## config.mk

```make
export PLATFORM = sky130hd
export DESIGN_NAME = dw_mac_seq
export DESIGN_NICKNAME = d
export VERILOG_FILES = /design/src/rtl/dw_mac_seq_pkg.sv /design/src/rtl/dw_mac_seq_dp.sv /design/src/rtl/dw_mac_seq.sv
export SDC_FILE = /design/constraint.sdc
export NUM_CORES = 1
export LEC_CHECK = 0
export BUFFER_PORTS_ARGS = -buffer_cell sky130_fd_sc_hd__buf_2
export CAP_MARGIN = 20
export CORE_MARGIN = 3
export CORE_UTILIZATION = 65
export DETAILED_ROUTE_END_ITERATION = 16
export GPL_TIMING_DRIVEN = 0
export PLACE_DENSITY = 0.85
export SLEW_MARGIN = 10
export SYNTH_ARGS = -nofsm -noshare
export SYNTH_HDL_FRONTEND = slang
export SYNTH_SLANG_ARGS = --single-unit
export TNS_END_PERCENT = 20
```

## constraint.sdc

```tcl
create_clock -name clk -period 15.85 [get_ports clk]
set_clock_uncertainty 0.05 [all_clocks]
set_input_delay 0.7925 -clock clk [delete_from_list [all_inputs] [get_ports clk]]
set_output_delay 0.7925 -clock clk [all_outputs]
set_load 0.05 [all_outputs]
```

## src/rtl/dw_mac_seq_pkg.sv

```systemverilog
// Shared types and constants for the dw_mac_seq dot-product sequencer.
package dw_mac_seq_pkg;

  typedef enum logic [1:0] {
    IDLE  = 2'd0,
    RUN   = 2'd1,
    DRAIN = 2'd2,
    DONE  = 2'd3
  } state_t;

  function automatic int len_width(input int max_len);
    return $clog2(max_len + 1);
  endfunction

  // Saturation limits as 64-bit patterns; callers truncate to the accumulator width.
  function automatic logic [63:0] sat_smax(input int w);
    return (64'd1 << (w - 1)) - 64'd1;
  endfunction

  function automatic logic [63:0] sat_smin(input int w);
    return ~64'd0 << (w - 1);
  endfunction

  function automatic logic [63:0] sat_umax(input int w);
    return (64'd1 << w) - 64'd1;
  endfunction

endpackage

```

## src/rtl/dw_mac_seq_dp.sv

```systemverilog
// Datapath for dw_mac_seq: operand extension, product register and accumulator.
// MAC_SEQ_SAT_EN selects saturating accumulation with a sticky ovf flag; otherwise the sum wraps.
module dw_mac_seq_dp
  import dw_mac_seq_pkg::*;
#(
  parameter int A_WIDTH   = 6,
  parameter int B_WIDTH   = 8,
  parameter int OUT_WIDTH = 18
) (
  input  logic                 clk,
  input  logic                 rst,
  input  logic                 load,
  input  logic [OUT_WIDTH-1:0] init,
  input  logic                 tc,
  input  logic                 take,
  input  logic [A_WIDTH-1:0]   a,
  input  logic [B_WIDTH-1:0]   b,
  output logic                 prod_v,
  output logic [OUT_WIDTH-1:0] acc,
  output logic                 ovf
);

  logic [OUT_WIDTH-1:0] a_ext, b_ext, prod_q, acc_d;
  logic                 clamp;

  assign a_ext = tc ? {{(OUT_WIDTH-A_WIDTH){a[A_WIDTH-1]}}, a} : {{(OUT_WIDTH-A_WIDTH){1'b0}}, a};
  assign b_ext = tc ? {{(OUT_WIDTH-B_WIDTH){b[B_WIDTH-1]}}, b} : {{(OUT_WIDTH-B_WIDTH){1'b0}}, b};

`ifdef MAC_SEQ_SAT_EN
  localparam logic [OUT_WIDTH-1:0] SMAX = OUT_WIDTH'(sat_smax(OUT_WIDTH));
  localparam logic [OUT_WIDTH-1:0] SMIN = OUT_WIDTH'(sat_smin(OUT_WIDTH));
  localparam logic [OUT_WIDTH-1:0] UMAX = OUT_WIDTH'(sat_umax(OUT_WIDTH));

  logic [OUT_WIDTH:0] sum_u, sum_s;

  // One guard bit: carry-out for unsigned, sign disagreement for signed.
  assign sum_u = {1'b0, acc} + {1'b0, prod_q};
  assign sum_s = {acc[OUT_WIDTH-1], acc} + {prod_q[OUT_WIDTH-1], prod_q};

  always_comb begin
    acc_d = sum_u[OUT_WIDTH-1:0];
    clamp = 1'b0;
    if (tc) begin
      if (sum_s[OUT_WIDTH] != sum_s[OUT_WIDTH-1]) begin
        clamp = 1'b1;
        acc_d = sum_s[OUT_WIDTH] ? SMIN : SMAX;
      end
    end else if (sum_u[OUT_WIDTH]) begin
      clamp = 1'b1;
      acc_d = UMAX;
    end
  end
`else
  assign acc_d = acc + prod_q;
  assign clamp = 1'b0;
`endif

  always_ff @(posedge clk or posedge rst) begin
    if (rst) begin
      prod_q <= '0;
      prod_v <= 1'b0;
      acc    <= '0;
      ovf    <= 1'b0;
    end else begin
      prod_v <= take;
      if (take) prod_q <= a_ext * b_ext;
      if (load) begin
        acc <= init;
        ovf <= 1'b0;
      end else if (prod_v) begin
        acc <= acc_d;
        if (clamp) ovf <= 1'b1;
      end
    end
  end

endmodule

```

## src/rtl/dw_mac_seq.sv

```systemverilog
// dw_mac_seq: job sequencer feeding a shared MAC datapath (acc = init + sum a[i]*b[i]).
// Build option MAC_SEQ_SAT_EN enables saturating accumulation inside dw_mac_seq_dp.
module dw_mac_seq
  import dw_mac_seq_pkg::*;
#(
  parameter int A_WIDTH   = 6,
  parameter int B_WIDTH   = 8,
  parameter int OUT_WIDTH = 18,
  parameter int MAX_LEN   = 16,
  localparam int LEN_W    = len_width(MAX_LEN)
) (
  input  logic                 clk,
  input  logic                 rst,
  input  logic                 start,
  input  logic [LEN_W-1:0]     len,
  input  logic [OUT_WIDTH-1:0] init,
  input  logic                 tc,
  input  logic                 in_valid,
  output logic                 in_ready,
  input  logic [A_WIDTH-1:0]   in_a,
  input  logic [B_WIDTH-1:0]   in_b,
  output logic                 out_valid,
  input  logic                 out_ready,
  output logic [OUT_WIDTH-1:0] out_acc,
  output logic                 busy,
  output logic                 ovf
);

  state_t               state_q, state_d;
  logic [LEN_W-1:0]     len_c, len_q, cnt_q;
  logic                 tc_q, load, take, prod_v;
  logic [OUT_WIDTH-1:0] acc, out_acc_q;

  assign len_c = (len > LEN_W'(MAX_LEN)) ? LEN_W'(MAX_LEN) : len;
  assign take  = in_valid & in_ready;

  always_ff @(posedge clk or posedge rst) begin
    if (rst) begin
      state_q   <= IDLE;
      len_q     <= '0;
      cnt_q     <= '0;
      tc_q      <= 1'b0;
      out_acc_q <= '0;
    end else begin
      state_q <= state_d;
      if (load) begin
        len_q <= len_c;
        tc_q  <= tc;
        cnt_q <= '0;
      end else if (take) begin
        cnt_q <= cnt_q + LEN_W'(1);
      end
      if (state_q == DONE) out_acc_q <= acc;
    end
  end

  always_comb begin
    state_d   = state_q;
    load      = 1'b0;
    in_ready  = 1'b0;
    out_valid = 1'b0;
    unique case (state_q)
      IDLE: begin
        if (start) begin
          load    = 1'b1;
          state_d = (len_c != '0) ? RUN : DONE;
        end
      end
      RUN: begin
        in_ready = (cnt_q < len_q);
        if (in_valid && in_ready && ((cnt_q + LEN_W'(1)) == len_q)) state_d = DRAIN;
      end
      DRAIN: state_d = DONE;
      DONE: begin
        out_valid = 1'b1;
        if (out_ready) state_d = IDLE;
      end
      default: state_d = IDLE;
    endcase
  end

  assign busy = (state_q != IDLE);
  // acc is quiet in DONE; the shadow copy keeps the result visible after the next job reloads acc.
  assign out_acc = (state_q == DONE) ? acc : out_acc_q;

  dw_mac_seq_dp #(
    .A_WIDTH  (A_WIDTH),
    .B_WIDTH  (B_WIDTH),
    .OUT_WIDTH(OUT_WIDTH)
  ) u_dp (
    .clk   (clk),
    .rst   (rst),
    .load  (load),
    .init  (init),
    .tc    (tc_q),
    .take  (take),
    .a     (in_a),
    .b     (in_b),
    .prod_v(prod_v),
    .acc   (acc),
    .ovf   (ovf)
  );

endmodule

```

==> results_dict.tcl <==
set metrics [dict create \
    status "finished, final reports clean" \
    grt_pass1_wl_mm 28.7 \
    hp-class "register to register" \
    place.gp.congestion 0.918 \
    viasPerCell 5.55 \
    start_kind "primary input" \
    wl_met3_um 661 \
    synth_common_cells "140 x inv_1, 87 x ha_1, 78 x fa_1" \
    synthTopCellsByArea "dfrtp_1 23%, fa_1 21%, ha_1 14%" \
    end_kind "register" \
    drtIter0Drc 288 \
    post_cts_buffers 0 \
    fin_nets 1067 \
    top_layer "met4" \
    fp-row-count 38 \
    crit_end "u_dp.prod_q[17]" \
    synth_edf_count 0 \
    tns_ns 0 \
    slew_viol_final 0 \
    yosysTopAreaCellShare_pct 22.6 \
    syn_inst 786 \
    grt.total_usage_pct 27.5 \
    ctsHoldBuffers 0 \
    critPathArrivalTime_ns 6.17 \
    path_max_fanout 9 \
    antenna_found_initial 0 \
    cts-root-buf "clkbuf_16" \
    yosysUniqueCellTypes 58 \
    rsz0062_at_grt "false" \
    setup_viol 0 \
    syn2layout_area_growth_pct 10.5 \
    timing.final.crit_period_ns 6.02 \
    met2WireLength_mm 8.26 \
    worstPathRequired_ns 16.01 \
    timing.rr.start "tc_q" \
    r2r_setup_slack_ns 9.88 \
    ys.flop_type "dfrtp_1" \
    finalCritPeriodShare_pct 38.0 \
    ys_warn_count 0 \
    clk_path_buf_depth 2 \
    syn_nets 994 \
    grt_max_degree 69 \
    ant_nets 0 \
    hold_viol 0 \
    num_vias 5571 \
    wl_per_cell_um 16.3 \
    antenna_cells 0 \
    ctsResizeCount 0 \
    chipWidth_um 114 \
    fmax_ghz 0.166 \
    critPathLaunch "in_a[5]" \
    cts_tree "done" \
    clkSinkCount 68 \
    routed_wl_mm 16.3 \
    grt_pass1_vias 6076 \
    port_buffers 62 \
    drc 0 \
    io_pins 65 \
    rr_worst_depth 19 \
    grt-ovfl-total 0 \
    core_area_um2 11100 \
    synth_most_common_cell "inv_1" \
    die-area_um2 12900 \
    drive_above_1_share_pct 13.7 \
    numCtsBuffers 9 \
    drt-pass1-iter-count 5 \
    die_y_um 114 \
    synth_area_um2 7550 \
    dpl.cell_count 988 \
    htree_levels 3 \
    synth_area_leader_cell "dfrtp_1" \
    critical_path_class "primary input to register" \
    clock_latency_ns 0.34 \
    syn_area_per_cell_um2 9.60 \
    yosys_register_bits 68 \
    async_flop_share_pct 100 \
    cap_violations 0 \
    worstMarginPinSlew_ns 0.814 \
    clkTransAtPathRegs_ns 0.06 \
    ys_seq_area_share_pct 22.6 \
    dpl_cell_area_um2 8030 \
    hpwl_mm 13.5 \
    r2r_end "u_dp.prod_q[17]" \
    final_area_um2 8340 \
    met1_length_mm 6.97 \
    initial_core_util_pct 68.1 \
    relSlewSlack_pct 45.7 \
    layout.cells.non_filler 1004 \
]
[area by class of cell]
type,instances,area [um2]
clock inverters,5,61.3
fillers,720,2740
repair buffers,62,310
flip-flops and latches,68,1700
plain buffers,25,105
inverters,141,532
well taps,140,175
clock buffers,11,243
multi-input cells,552,5210
[metal layers]
metal	vias to the layer above	global-route usage (%)
met5	-	0
met4	0	9.70
met3	38	3.45
met2	135	48.4
met1	2717	35.0
li1	2681	-
[state kept, by name (all words and copies together) (netlist names)]
signal       cells
cnt_q            5
u_dp.acc        18
len_q            5
out_acc_q       18
state_q          2
u_dp.prod_v      1
u_dp.prod_q     18
tc_q             1
[critical path, stage by stage]
cell      delay, ns
buf_2          0.10
and2_1         0.12
clkbuf_1       0.32
nand2_1        0.22
fa_1           0.73
inv_1          0.13
fa_1           0.38
inv_1          0.10
fa_1           0.44
fa_1           0.57
fa_1           0.42
fa_1           0.49
inv_1          0.04
ha_1           0.32
nand2_1        0.10
nor4b_1        0.38
nor4_1         0.11
o21bai_1       0.19
xnor2_1        0.14
o21ai_0        0.09
[worst min path at each step]
stage	from	cells after the start	to
global placement	u_dp.prod_q[6]	2	u_dp.prod_q[6]
global route	out_acc_q[10]	1	out_acc_q[10]
detailed placement	out_acc_q[13]	1	out_acc_q[13]
floorplan	len_q[0]	2	len_q[0]
CTS	out_acc_q[13]	1	out_acc_q[13]
finish	u_dp.prod_q[7]	2	u_dp.prod_q[7]
[cell families (layout without fill, tap and decap cells)]
logic type               count (synthesis)  after routing  share of synthesized area (%)
AND/OR/NAND/NOR                        185            185                           13.0
buffers and inverters                  166            244                           8.41
adder cells (fa/ha/maj)                165            165                           35.1
AO/OA/AOI/OAI                          112            112                           9.52
flip-flops                              68             68                           22.6
XOR/XNOR                                50             50                           5.80
multiplexers                            39             39                           5.57
other                                    1              1                         0.0497
[stage by stage]
step	worst slack [ns]	utilization [%]	hold slack (ns)
2_1_floorplan	10.09	-	0.395
3_3_place_gp	9.59	72.5	0.423
3_5_place_dp	9.47	72.5	0.431
4_1_cts	9.82	75.3	0.444
5_1_grt	9.48	75.3	0.461
6_report	9.83	75.3	0.442
[cell usage in the layout (no fill, tap or decap), types with 10 or more instances in the layout]
| cell type | n |
|---|---|
| mux2i_1 | 15 |
| dfrtp_1 | 68 |
| ha_1 | 87 |
| a21oi_1 | 28 |
| fa_1 | 78 |
| o21ai_0 | 38 |
| buf_2 | 62 |
| xnor2_1 | 33 |
| o21a_1 | 10 |
| and2_1 | 44 |
| xor2_1 | 17 |
| clkbuf_1 | 22 |
| nand2_1 | 61 |
| nor2_1 | 18 |
| mux2_2 | 24 |
| inv_1 | 139 |
Power is not shown: default switching activity piles up to over one toggle a cycle in this logic, so the estimate is an artifact.
